<file path="config.mk">
export PLATFORM = sky130hd
export DESIGN_NAME = multicycle_control_unit_flat
export DESIGN_NICKNAME = d
export VERILOG_FILES = /design/src/rtl/mips_pkg.sv /design/src/rtl/multicycle_control_unit_if.sv /design/src/rtl/alu_decoder.sv /design/src/rtl/multicycle_control_unit.sv /design/src/flat_wrapper.sv
export SDC_FILE = /design/constraint.sdc
export NUM_CORES = 1
export LEC_CHECK = 0
export BUFFER_PORTS_ARGS = -buffer_cell sky130_fd_sc_hd__buf_4
export CORE_ASPECT_RATIO = 0.7
export CORE_MARGIN = 2
export CORE_UTILIZATION = 35
export CTS_CLUSTER_DIAMETER = 200
export CTS_CLUSTER_SIZE = 10
export DETAILED_ROUTE_END_ITERATION = 8
export PLACE_DENSITY = 0.54
export SYNTH_ARGS = -nofsm -noshare
export SYNTH_HDL_FRONTEND = slang
export SYNTH_SLANG_ARGS = --single-unit
export TNS_END_PERCENT = 5
</file>
<file path="constraint.sdc">
create_clock -name clk_i -period 4.25 [get_ports clk_i]
set_clock_uncertainty 0.15 [all_clocks]
set_input_delay 0.2125 -clock clk_i [delete_from_list [all_inputs] [get_ports clk_i]]
set_output_delay 0.2125 -clock clk_i [all_outputs]
set_load 0.02 [all_outputs]
</file>
<file path="src/rtl/mips_pkg.sv">
// Shared definitions for the multi-cycle MIPS control path: FSM states,
// opcode/funct values, ALU operation codes and datapath select encodings.
package mips_pkg;

  typedef enum logic [3:0] {
    FETCH     = 4'd0,
    DECODE    = 4'd1,
    MEM_ADR   = 4'd2,
    MEM_READ  = 4'd3,
    MEM_WB    = 4'd4,
    MEM_WRITE = 4'd5,
    R_EXEC    = 4'd6,
    R_WB      = 4'd7,
    BRANCH    = 4'd8,
    I_EXEC    = 4'd9,
    I_WB      = 4'd10,
    JUMP      = 4'd11
  } state_t;

  localparam logic [5:0] OP_RTYPE = 6'b000000;
  localparam logic [5:0] OP_LW    = 6'b100011;
  localparam logic [5:0] OP_SW    = 6'b101011;
  localparam logic [5:0] OP_BEQ   = 6'b000100;
  localparam logic [5:0] OP_BNE   = 6'b000101;
  localparam logic [5:0] OP_ADDI  = 6'b001000;
  localparam logic [5:0] OP_ANDI  = 6'b001100;
  localparam logic [5:0] OP_ORI   = 6'b001101;
  localparam logic [5:0] OP_SLTI  = 6'b001010;
  localparam logic [5:0] OP_J     = 6'b000010;

  localparam logic [5:0] FUNCT_ADD = 6'b100000;
  localparam logic [5:0] FUNCT_SUB = 6'b100010;
  localparam logic [5:0] FUNCT_AND = 6'b100100;
  localparam logic [5:0] FUNCT_OR  = 6'b100101;
  localparam logic [5:0] FUNCT_SLT = 6'b101010;

  localparam logic [3:0] ALU_AND = 4'b0000;
  localparam logic [3:0] ALU_OR  = 4'b0001;
  localparam logic [3:0] ALU_ADD = 4'b0010;
  localparam logic [3:0] ALU_SUB = 4'b0110;
  localparam logic [3:0] ALU_SLT = 4'b0111;

  localparam logic [1:0] ALUSRC_B_REG    = 2'b00;
  localparam logic [1:0] ALUSRC_B_FOUR   = 2'b01;
  localparam logic [1:0] ALUSRC_B_IMM    = 2'b10;
  localparam logic [1:0] ALUSRC_B_IMM_SH = 2'b11;

  localparam logic [1:0] PCSRC_ALU    = 2'b00;
  localparam logic [1:0] PCSRC_ALUOUT = 2'b01;
  localparam logic [1:0] PCSRC_JUMP   = 2'b10;

  // Immediate-format ALU instructions handled by I_EXEC/I_WB.
  function automatic logic is_itype(input logic [5:0] op);
    return (op == OP_ADDI) || (op == OP_ANDI) || (op == OP_ORI) || (op == OP_SLTI);
  endfunction

endpackage

</file>
<file path="src/rtl/multicycle_control_unit_if.sv">
// Unified instruction/data memory port with req/ready handshake.
interface multicycle_control_unit_if;
  logic mem_req_o;
  logic mem_write_o;
  logic iord_o;
  logic mem_ready_i;

  modport master (output mem_req_o, output mem_write_o, output iord_o, input mem_ready_i);
  modport slave  (input mem_req_o, input mem_write_o, input iord_o, output mem_ready_i);
endinterface

</file>
<file path="src/rtl/alu_decoder.sv">
// Combinational op/funct to ALU operation decode, shared by R_EXEC and I_EXEC.
module alu_decoder
  import mips_pkg::*;
(
  input  logic [5:0] op,
  input  logic [5:0] funct,
  output logic [3:0] alu_control,
  output logic       zero_ext,
  output logic       funct_illegal
);

  // Select ALU operation; unknown R-type funct raises funct_illegal.
  always_comb begin
    alu_control   = ALU_ADD;
    zero_ext      = 1'b0;
    funct_illegal = 1'b0;
    case (op)
      OP_RTYPE: begin
        case (funct)
          FUNCT_ADD: alu_control = ALU_ADD;
          FUNCT_SUB: alu_control = ALU_SUB;
          FUNCT_AND: alu_control = ALU_AND;
          FUNCT_OR:  alu_control = ALU_OR;
          FUNCT_SLT: alu_control = ALU_SLT;
          default:   funct_illegal = 1'b1;
        endcase
      end
      OP_ANDI: begin
        alu_control = ALU_AND;
        zero_ext    = 1'b1;
      end
      OP_ORI: begin
        alu_control = ALU_OR;
        zero_ext    = 1'b1;
      end
      OP_SLTI: alu_control = ALU_SLT;
      default: alu_control = ALU_ADD;
    endcase
  end

endmodule

</file>
<file path="src/rtl/multicycle_control_unit.sv">
// Multi-cycle MIPS control FSM: sequences fetch/decode/execute over a shared
// ALU and a single handshaked memory port, counts retired instructions.
module multicycle_control_unit
  import mips_pkg::*;
#(
  parameter bit MEM_HANDSHAKE = 1'b1,
  parameter int CNT_WIDTH     = 32
) (
  input  logic                      clk_i,
  input  logic                      rst_i,
  input  logic [5:0]                op_i,
  input  logic [5:0]                funct_i,
  input  logic                      zero_i,
  multicycle_control_unit_if.master mem,
  output logic                      ir_write_o,
  output logic                      pc_en_o,
  output logic [1:0]                pc_src_o,
  output logic                      alu_src_a_o,
  output logic [1:0]                alu_src_b_o,
  output logic                      zero_ext_o,
  output logic [3:0]                alu_control_o,
  output logic                      reg_dst_o,
  output logic                      mem_to_reg_o,
  output logic                      reg_write_o,
  output logic                      illegal_o,
  output logic [CNT_WIDTH-1:0]      retired_o,
  output logic [3:0]                state_o
);

  state_t                state_r;
  state_t                state_next_s;
  logic [CNT_WIDTH-1:0]  retired_r;
  logic                  rdy_s;
  logic                  retire_s;
  logic                  mem_req_s;
  logic                  mem_write_s;
  logic                  ir_write_s;
  logic                  pc_en_s;
  logic                  reg_write_s;
  logic                  illegal_s;
  logic [3:0]            dec_alu_s;
  logic                  dec_zext_s;
  logic                  dec_illegal_s;

  assign rdy_s = MEM_HANDSHAKE ? mem.mem_ready_i : 1'b1;

  alu_decoder u_alu_decoder (
    .op            (op_i),
    .funct         (funct_i),
    .alu_control   (dec_alu_s),
    .zero_ext      (dec_zext_s),
    .funct_illegal (dec_illegal_s)
  );

  // Next-state and per-state control decode.
  always_comb begin
    state_next_s  = state_r;
    retire_s      = 1'b0;
    mem_req_s     = 1'b0;
    mem_write_s   = 1'b0;
    ir_write_s    = 1'b0;
    pc_en_s       = 1'b0;
    reg_write_s   = 1'b0;
    illegal_s     = 1'b0;
    mem.iord_o    = 1'b0;
    pc_src_o      = PCSRC_ALU;
    alu_src_a_o   = 1'b0;
    alu_src_b_o   = ALUSRC_B_REG;
    zero_ext_o    = 1'b0;
    alu_control_o = ALU_ADD;
    reg_dst_o     = 1'b0;
    mem_to_reg_o  = 1'b0;
    case (state_r)
      FETCH: begin
        mem_req_s    = 1'b1;
        alu_src_b_o  = ALUSRC_B_FOUR;
        ir_write_s   = rdy_s;
        pc_en_s      = rdy_s;
        state_next_s = rdy_s ? DECODE : FETCH;
      end
      DECODE: begin
        alu_src_b_o = ALUSRC_B_IMM_SH;
        if ((op_i == OP_LW) || (op_i == OP_SW)) begin
          state_next_s = MEM_ADR;
        end else if (op_i == OP_RTYPE) begin
          state_next_s = R_EXEC;
        end else if ((op_i == OP_BEQ) || (op_i == OP_BNE)) begin
          state_next_s = BRANCH;
        end else if (is_itype(op_i)) begin
          state_next_s = I_EXEC;
        end else if (op_i == OP_J) begin
          state_next_s = JUMP;
        end else begin
          illegal_s    = 1'b1;
          state_next_s = FETCH;
        end
      end
      MEM_ADR: begin
        alu_src_a_o  = 1'b1;
        alu_src_b_o  = ALUSRC_B_IMM;
        state_next_s = (op_i == OP_SW) ? MEM_WRITE : MEM_READ;
      end
      MEM_READ: begin
        mem_req_s    = 1'b1;
        mem.iord_o   = 1'b1;
        state_next_s = rdy_s ? MEM_WB : MEM_READ;
      end
      MEM_WB: begin
        reg_write_s  = 1'b1;
        mem_to_reg_o = 1'b1;
        retire_s     = 1'b1;
        state_next_s = FETCH;
      end
      MEM_WRITE: begin
        mem_req_s    = 1'b1;
        mem_write_s  = 1'b1;
        mem.iord_o   = 1'b1;
        retire_s     = rdy_s;
        state_next_s = rdy_s ? FETCH : MEM_WRITE;
      end
      R_EXEC: begin
        alu_src_a_o   = 1'b1;
        alu_control_o = dec_alu_s;
        illegal_s     = dec_illegal_s;
        state_next_s  = dec_illegal_s ? FETCH : R_WB;
      end
      R_WB: begin
        reg_write_s  = 1'b1;
        reg_dst_o    = 1'b1;
        retire_s     = 1'b1;
        state_next_s = FETCH;
      end
      BRANCH: begin
        alu_src_a_o   = 1'b1;
        alu_control_o = ALU_SUB;
        pc_src_o      = PCSRC_ALUOUT;
        pc_en_s       = ((op_i == OP_BEQ) && zero_i) || ((op_i == OP_BNE) && !zero_i);
        retire_s      = 1'b1;
        state_next_s  = FETCH;
      end
      I_EXEC: begin
        alu_src_a_o   = 1'b1;
        alu_src_b_o   = ALUSRC_B_IMM;
        alu_control_o = dec_alu_s;
        zero_ext_o    = dec_zext_s;
        state_next_s  = I_WB;
      end
      I_WB: begin
        reg_write_s  = 1'b1;
        retire_s     = 1'b1;
        state_next_s = FETCH;
      end
      JUMP: begin
        pc_src_o     = PCSRC_JUMP;
        pc_en_s      = 1'b1;
        retire_s     = 1'b1;
        state_next_s = FETCH;
      end
      default: state_next_s = FETCH;
    endcase
  end

  // Strobes are held low for as long as reset is asserted, not just at the edge.
  assign mem.mem_req_o   = mem_req_s   & ~rst_i;
  assign mem.mem_write_o = mem_write_s & ~rst_i;
  assign ir_write_o      = ir_write_s  & ~rst_i;
  assign pc_en_o         = pc_en_s     & ~rst_i;
  assign reg_write_o     = reg_write_s & ~rst_i;
  assign illegal_o       = illegal_s   & ~rst_i;
  assign retired_o       = retired_r;
  assign state_o         = state_r;

  // State register and retired-instruction counter.
  always_ff @(posedge clk_i or posedge rst_i) begin
    if (rst_i) begin
      state_r   <= FETCH;
      retired_r <= '0;
    end else begin
      state_r <= state_next_s;
      if (retire_s) begin
        retired_r <= retired_r + CNT_WIDTH'(1);
      end
    end
  end

endmodule

</file>
<file path="src/flat_wrapper.sv">
// flat-port wrapper written by rule: the top's interface ports become plain ports
module multicycle_control_unit_flat import mips_pkg::*;
#(
  parameter bit MEM_HANDSHAKE = 1'b1,
  parameter int CNT_WIDTH     = 32
)
  (clk_i, rst_i, op_i, funct_i, zero_i, ir_write_o, pc_en_o, pc_src_o, alu_src_a_o, alu_src_b_o, zero_ext_o, alu_control_o, reg_dst_o, mem_to_reg_o, reg_write_o, illegal_o, retired_o, state_o, mem_mem_req_o, mem_mem_write_o, mem_iord_o, mem_mem_ready_i);
  multicycle_control_unit_if mem_i ();
  input  logic clk_i;
  input  logic rst_i;
  input  logic [5:0] op_i;
  input  logic [5:0] funct_i;
  input  logic zero_i;
  output logic ir_write_o;
  output logic pc_en_o;
  output logic [1:0] pc_src_o;
  output logic alu_src_a_o;
  output logic [1:0] alu_src_b_o;
  output logic zero_ext_o;
  output logic [3:0] alu_control_o;
  output logic reg_dst_o;
  output logic mem_to_reg_o;
  output logic reg_write_o;
  output logic illegal_o;
  output logic [CNT_WIDTH-1:0] retired_o;
  output logic [3:0] state_o;
  output wire logic [$bits(mem_i.mem_req_o)-1:0] mem_mem_req_o;
  output wire logic [$bits(mem_i.mem_write_o)-1:0] mem_mem_write_o;
  output wire logic [$bits(mem_i.iord_o)-1:0] mem_iord_o;
  input wire logic [$bits(mem_i.mem_ready_i)-1:0] mem_mem_ready_i;
  assign mem_mem_req_o = mem_i.mem_req_o;
  assign mem_mem_write_o = mem_i.mem_write_o;
  assign mem_iord_o = mem_i.iord_o;
  assign mem_i.mem_ready_i = mem_mem_ready_i;
  multicycle_control_unit #(.MEM_HANDSHAKE(MEM_HANDSHAKE), .CNT_WIDTH(CNT_WIDTH)) u_core (.clk_i(clk_i), .rst_i(rst_i), .op_i(op_i), .funct_i(funct_i), .zero_i(zero_i), .mem(mem_i), .ir_write_o(ir_write_o), .pc_en_o(pc_en_o), .pc_src_o(pc_src_o), .alu_src_a_o(alu_src_a_o), .alu_src_b_o(alu_src_b_o), .zero_ext_o(zero_ext_o), .alu_control_o(alu_control_o), .reg_dst_o(reg_dst_o), .mem_to_reg_o(mem_to_reg_o), .reg_write_o(reg_write_o), .illegal_o(illegal_o), .retired_o(retired_o), .state_o(state_o));
endmodule
</file>
==> results.py, run 1 <==
metrics = {
    "grt": {
        "grt_pass1_wl_mm": 9.51,
        "grt_max_degree": 38,
        "overflow": 0,
        "grt_util_all_layers_pct": 16.6,
        "grt_pass1_vias": 1876,
        "antenna_found_initial": 0,
    },
    "sta": {
        "grt_setup_unrepaired": "no",
        "timing.setup.tns_ps": 0,
        "fmax_mhz": 355,
        "final-hold-violation-count": 0,
        "drv_slew": 0,
        "post-route-worst-setup-slack_ps": 1430,
        "fin_crit_sh_pct": 66.2,
        "setup_viol": 0,
        "relSlewSlack_pct": 57.0,
        "worstMarginPinSlew_ps": 645,
        "finalCriticalPeriod_ps": 2820,
    },
    "power_and_ir_drop": {
        "swShare_pct": 42.0,
        "power_density_mw_per_mm2": 416,
        "power_frac_clock_pct": 20.6,
        "seq_power_share_pct": 37.4,
        "p_leak_uw": 0.00142,
        "p_total_uw": 1250,
        "ir_drop_mv": 0.223,
        "switchingPower_uw": 523,
        "comb_power_share_pct": 42.0,
        "p_int_uw": 722,
    },
    "synth": {
        "ys_types": 49,
        "synth_enable_flop_cells": 0,
        "synth.area.top_cells": "dfrtp_1, xnor2_1, xor2_1, nor2_1, nand3_1",
        "avgSynthCellArea_um2": 9.25,
        "syn_nets": 268,
        "synth_commonest_cells": "dfrtp_1, nor2_1, nand2_1",
        "yosysTopAreaCellShare_pct": 38.8,
        "synthArstFlopShare_pct": 100,
        "syn-instance-count": 251,
        "synth.largest_area_cell": "dfrtp_1",
        "synth_most_common_cell": "dfrtp_1",
        "ys_seq_area_share_pct": 38.8,
        "syn-cell-area_mm2": 0.00232,
        "ys.flop_type": "dfrtp_1",
        "ys_ff_latch": 36,
        "ys_warn_count": 0,
    },
    "setup_path": {
        "critPathKind": "flop to output port",
        "start_kind": "flop",
        "critPathCaptureType": "output port",
        "cp_max_fo": 18,
        "max_stage_delay_ps": 620,
        "crit_arrival_ps": 2450,
        "cp.required_ps": 3890,
        "reg2reg_setup_slack_ps": 1970,
        "worstPathCellList": "nand2b_4, or3_4, nor4_2, o21ai_1, a211oi_2, buf_4",
        "slowest_stage": "dfrtp_1",
    },
    "cts": {
        "cts.sinks": 36,
        "clkLatencyLatePin_ps": 290,
        "cts_tree": "built",
        "h-tree-depth": 2,
        "path_clk_slew_ps": 70,
        "clock-root-buffer": "clkbuf_8",
        "max-clock-path-buffers": 2,
        "numCtsBuffers": 5,
    },
    "routing": {
        "vias_per_cell": 5.10,
        "ant_nets": 0,
        "drc": 0,
        "vias": 2033,
        "wl_per_cell_um": 14.6,
        "drt_first_pass_iters": 4,
        "first_iter_violations": 116,
        "routed_wl_mm": 5.83,
    },
    "placement": {
        "place.gp.congestion": 0.822,
        "port_buffers": 69,
        "dp.cells": 390,
        "dp_hpwl_mm": 4.42,
        "pre_cts_ws_ps": 1780,
    },
    "worst_hold_path": {
        "min_path_type": "primary input to flop",
    },
    "floorplanning": {
        "die_y_um": 72.1,
        "dieArea_mm2": 0.00731,
        "ioPinCount": 71,
        "start_util_pct": 36.8,
        "chipWidth_um": 101,
        "core_mm2": 0.00631,
        "rows": 24,
    },
    "layout": {
        "drive_gt1_share_pct": 30.8,
        "nets": 337,
        "num_antenna_cells": 0,
        "area_delta_synth_final_pct": 29.0,
        "fin_cells": 399,
    },
    "outcome": {
        "status": "finished, final reports clean",
    },
    "flow_run": {
        "cap_violations": 0,
    },
}
==> stage by stage <==
step / util (%) / hold slack (ps) / instance area [µm²]
after floorplan: - / 235 / 2320
after global placement: 45.9 / 258 / 2890
after detailed placement: 45.9 / 263 / 2890
after CTS: 47.5 / 191 / 2990
after global routing: 47.5 / 225 / 2990
final: 47.5 / 195 / 2990
==> logic make-up after synthesis <==
logic type | after synthesis | share of synthesized area (%)
AOI/OAI and AO/OA | 32 | 9.27
xor gates and xnor gates | 34 | 13.2
adders and majority gates | 1 | 0.539
buffers and inverters | 18 | 3.72
DFF | 36 | 38.8
muxes | 3 | 1.35
other | 1 | 0.162
and+or+nand+nor | 126 | 33.0
==> repair_timing <==
| action | 4_1_cts | 5_1_grt |
|---|---|---|
| buffers inserted | 0 | 0 |
| gates resized for setup | 0 | 0 |
| hold endpoints to repair | 36 | 0 |
| hold buffers | 1 | 0 |
| setup endpoints to repair | 0 | 0 |
==> power by group through the flow <==
stage	combinational [µW]	clock (µW)	sequential (µW)
6_report	524	256	466
5_1_grt	573	285	478
4_1_cts	527	265	463
3_5_place_dp	525	0	469
3_3_place_gp	525	0	468
2_1_floorplan	351	0	455
==> worst max-delay path, delay by kind of cell, from the launching register on <==
| family | cells | cell delay [ps] |
|---|---|---|
| AND/OR/NAND/NOR | 3 | 1020 |
| buffers and inverters | 1 | 170 |
| AO/OA/AOI/OAI | 2 | 350 |
| flip-flops | 1 | 620 |
==> layer usage <==
layer	GRT usage [%]	vias to the layer above	routed length, µm
li1	-	1015	-
met3	4.05	3	312
met4	3.15	0	21
met1	27.1	966	3190
met2	21.7	49	2300
met5	0	-	0
==> registers in the layout, indices dropped and copies added, names as in the netlist <==
name              cells
u_core.state_o        4
u_core.retired_o     32
==> path summary, 6_finish.rpt <==
| path | cells past startpoint | endpoint | from |
|---|---|---|---|
| min in group asynchronous | 4 | u_core.retired_o[18] | rst_i |
| setup / recovery | 6 | pc_en_o | u_core.state_o[2] |
| hold reg to reg | 1 | u_core.retired_o[31] | u_core.retired_o[31] |
| max in group asynchronous | 4 | u_core.retired_o[7] | rst_i |
| setup reg to reg | 5 | u_core.retired_o[19] | u_core.state_o[2] |
| hold / removal | 3 | u_core.state_o[2] | mem_mem_ready_i |
==> placed cells by master (no fill, tap or decap), types with 7 or more instances in the layout <==
| cell type | n |
|---|---|
| and3_1 | 7 |
| nor2_1 | 24 |
| xor2_1 | 14 |
| nand3_1 | 17 |
| dfrtp_1 | 36 |
| nand2_1 | 22 |
| o21ai_0 | 8 |
| a21oi_1 | 10 |
| nor3_1 | 9 |
| xnor2_1 | 19 |
| inv_1 | 9 |
| buf_4 | 70 |
==> cell type report <==
class	count	area [µm²]
inverters	9	33.8
flip-flops and latches	36	901
clock buffers	6	82.6
fillers	610	3310
clock inverters	2	10.0
repair buffers	71	536
multi-input cells	197	1330
well taps	78	97.6
(Power assumes the default switching activity.)
==> run 2: changes to the inputs <==
Settings changed: PLACE_DENSITY 0.54 to 0.56.
Clock period 4.25 ns to 2.25 ns, I/O delays scaled along.
==> run 2 against run 1 <==
Net effect:
- count of clock-buffer cells in the layout is 2 higher
- combinational power up 130%
- via count rose by 1.1%
- hold slack worse by 69 ps
- die area is the same
- highest routed layer unchanged
- non-clock buffer count is 10 higher
- clock power rose by 85%
- global-route usage is 0.065 points lower
==> results.py, run 2 (synthesis gave the netlist of run 1 again) <==
metrics = {
    "sta": {
        "fin_crit_sh_pct": 95.5,
        "final-hold-violation-count": 0,
        "setup_viol": 0,
        "grt_setup_unrepaired": "yes",
        "finalCriticalPeriod_ps": 2150,
        "timing.setup.tns_ps": 0,
        "fmax_mhz": 465,
        "drv_slew": 0,
        "fin_hold_ws_ps": 127,
        "post-route-worst-setup-slack_ps": 101,
    },
    "cts": {
        "numCtsBuffers": 5,
        "h-tree-depth": 2,
        "clock-root-buffer": "clkbuf_8",
        "max-clock-path-buffers": 2,
        "cts_tree": "built",
        "cts.sinks": 36,
        "clkLatencyLatePin_ps": 280,
        "path_clk_slew_ps": 70,
    },
    "layout": {
        "area_delta_synth_final_pct": 33.3,
        "largest_reg_flops": 32,
        "nets": 347,
        "final_cell_mix": "buf_4, dfrtp_1, nor2_1",
        "fin_cells": 409,
        "num-fill-cells": 622,
        "num_antenna_cells": 0,
        "drive_gt1_share_pct": 34.1,
        "final_common_cell": "buf_4",
    },
    "setup_path": {
        "critPathKind": "flop to output port",
        "cp_max_fo": 7,
        "start_kind": "flop",
        "cp.required_ps": 1990,
        "max_stage_delay_ps": 450,
        "critPathCaptureType": "output port",
        "critical_path.top_delay_family": "buffers and inverters",
        "worst-path-buf-inv": 3,
        "slowest_stage": "dfrtp_2",
        "reg2reg_from": "u_core.retired_o[3]",
        "crit_top_cell": "buf_4",
        "worstReg2RegEnd": "u_core.retired_o[19]",
        "crit_arrival_ps": 1890,
        "worstPathCellList": "buf_4, clkinvlp_4, and3_1, o21ai_2, a21oi_2, a21o_1, buf_4",
        "reg2reg_setup_slack_ps": 250,
        "r2r_cells": 5,
    },
    "routing": {
        "drc": 0,
        "vias_per_cell": 5.02,
        "routed_wl_mm": 5.91,
        "drt_first_pass_iters": 4,
        "wl_per_cell_um": 14.4,
        "ant_nets": 0,
        "vias": 2055,
        "first_iter_violations": 73,
    },
    "power_and_ir_drop": {
        "seq_power_share_pct": 32.4,
        "comb_power_share_pct": 48.3,
        "ir_drop_mv": 0.496,
        "p_int_uw": 1440,
        "swShare_pct": 41.2,
        "p_total_uw": 2460,
        "power_density_mw_per_mm2": 795,
        "p_leak_uw": 0.00146,
        "power_frac_clock_pct": 19.3,
        "switchingPower_uw": 1010,
    },
    "placement": {
        "dp_hpwl_mm": 4.57,
        "dp.cells": 399,
        "place.gp.congestion": 0.874,
        "port_buffers": 69,
        "pre_cts_ws_ps": 232,
    },
    "worst_hold_path": {
        "min_path_cells": 3,
        "hold_end": "u_core.state_o[3]",
        "min_from": "op_i[2]",
        "min_path_type": "primary input to flop",
    },
    "grt": {
        "grtUsageMet1_pct": 27.1,
        "grt_pass1_wl_mm": 9.50,
        "grtUsageMet2_pct": 21.2,
        "antenna_found_initial": 0,
        "grt_util_all_layers_pct": 16.5,
        "top_usage_layer": "met1",
        "grt_util_met3_pct": 4.14,
        "grt_pass1_vias": 1839,
        "overflow": 0,
        "grt_max_degree": 37,
    },
    "floorplanning": {
        "core_mm2": 0.00631,
        "start_util_pct": 36.8,
        "ioPinCount": 71,
        "rows": 24,
        "chipWidth_um": 101,
        "die_y_um": 72.1,
        "dieArea_mm2": 0.00731,
    },
    "outcome": {
        "status": "finished, final reports clean",
    },
    "flow_run": {
        "cap_violations": 0,
    },
}
run 2: worst max path at each step:
stage | start | end | slack (ps) | cells past startpoint
global placement | u_core.state_o[3] | alu_control_o[1] | 210 | 7
CTS | u_core.state_o[3] | alu_control_o[2] | 4 | 7
floorplan | u_core.state_o[2] | pc_en_o | 170 | 6
detailed placement | u_core.state_o[3] | alu_control_o[1] | 230 | 7
global route | u_core.state_o[2] | pc_en_o | -2 | 6
finish | u_core.state_o[3] | alu_control_o[2] | 100 | 7
run 2: what timing repair did:
item                                    in CTS  in global routing
endpoints found under the hold margin       36                  0
resized for setup                            4                  4
setup buffers                                0                  1
pin swaps                                    0                  4
hold buffers                                 1                  0
endpoints found under the setup margin       3                  4
run 2: layout make-up:
type	instances	area [µm²]	share of cell area, %
Clock buffer	8	90.1	2.91
Tap cell	78	97.6	3.16
Sequential cell	36	902	29.2
Timing Repair Buffer	81	611	19.7
Inverter	9	37.5	1.21
Multi-Input combinational cell	197	1360	43.8
run 2: worst reg2reg max path: stages (launching register included):
cell,delay [ps]
dfrtp_1,490
nand4_4,190
nor4_1,360
and3_1,390
nand4_2,160
xnor2_2,150
run 2: metal layers:
layer / wire length (µm) / share of wire [%]
met5: 0 / 0
met4: 17 / 0.29
met3: 327 / 5.5
met2: 2350 / 40
met1: 3210 / 54
run 2: power by group through the flow:
stage | Clock, µW | Sequential (µW) | Combinational, µW
detailed placement | 0 | 806 | 1170
finish | 474 | 795 | 1190
floorplan | 0 | 860 | 663
global placement | 0 | 807 | 1180
CTS | 493 | 796 | 1180
global route | 523 | 813 | 1290
run 2: stage by stage:
| step | cell area [µm²] | utilization, % |
|---|---|---|
| floorplan | 2320 | - |
| global placement | 2960 | 46.9 |
| detailed placement | 2960 | 46.9 |
| CTS | 3080 | 48.8 |
| global route | 3090 | 49.0 |
| finish | 3090 | 49.0 |
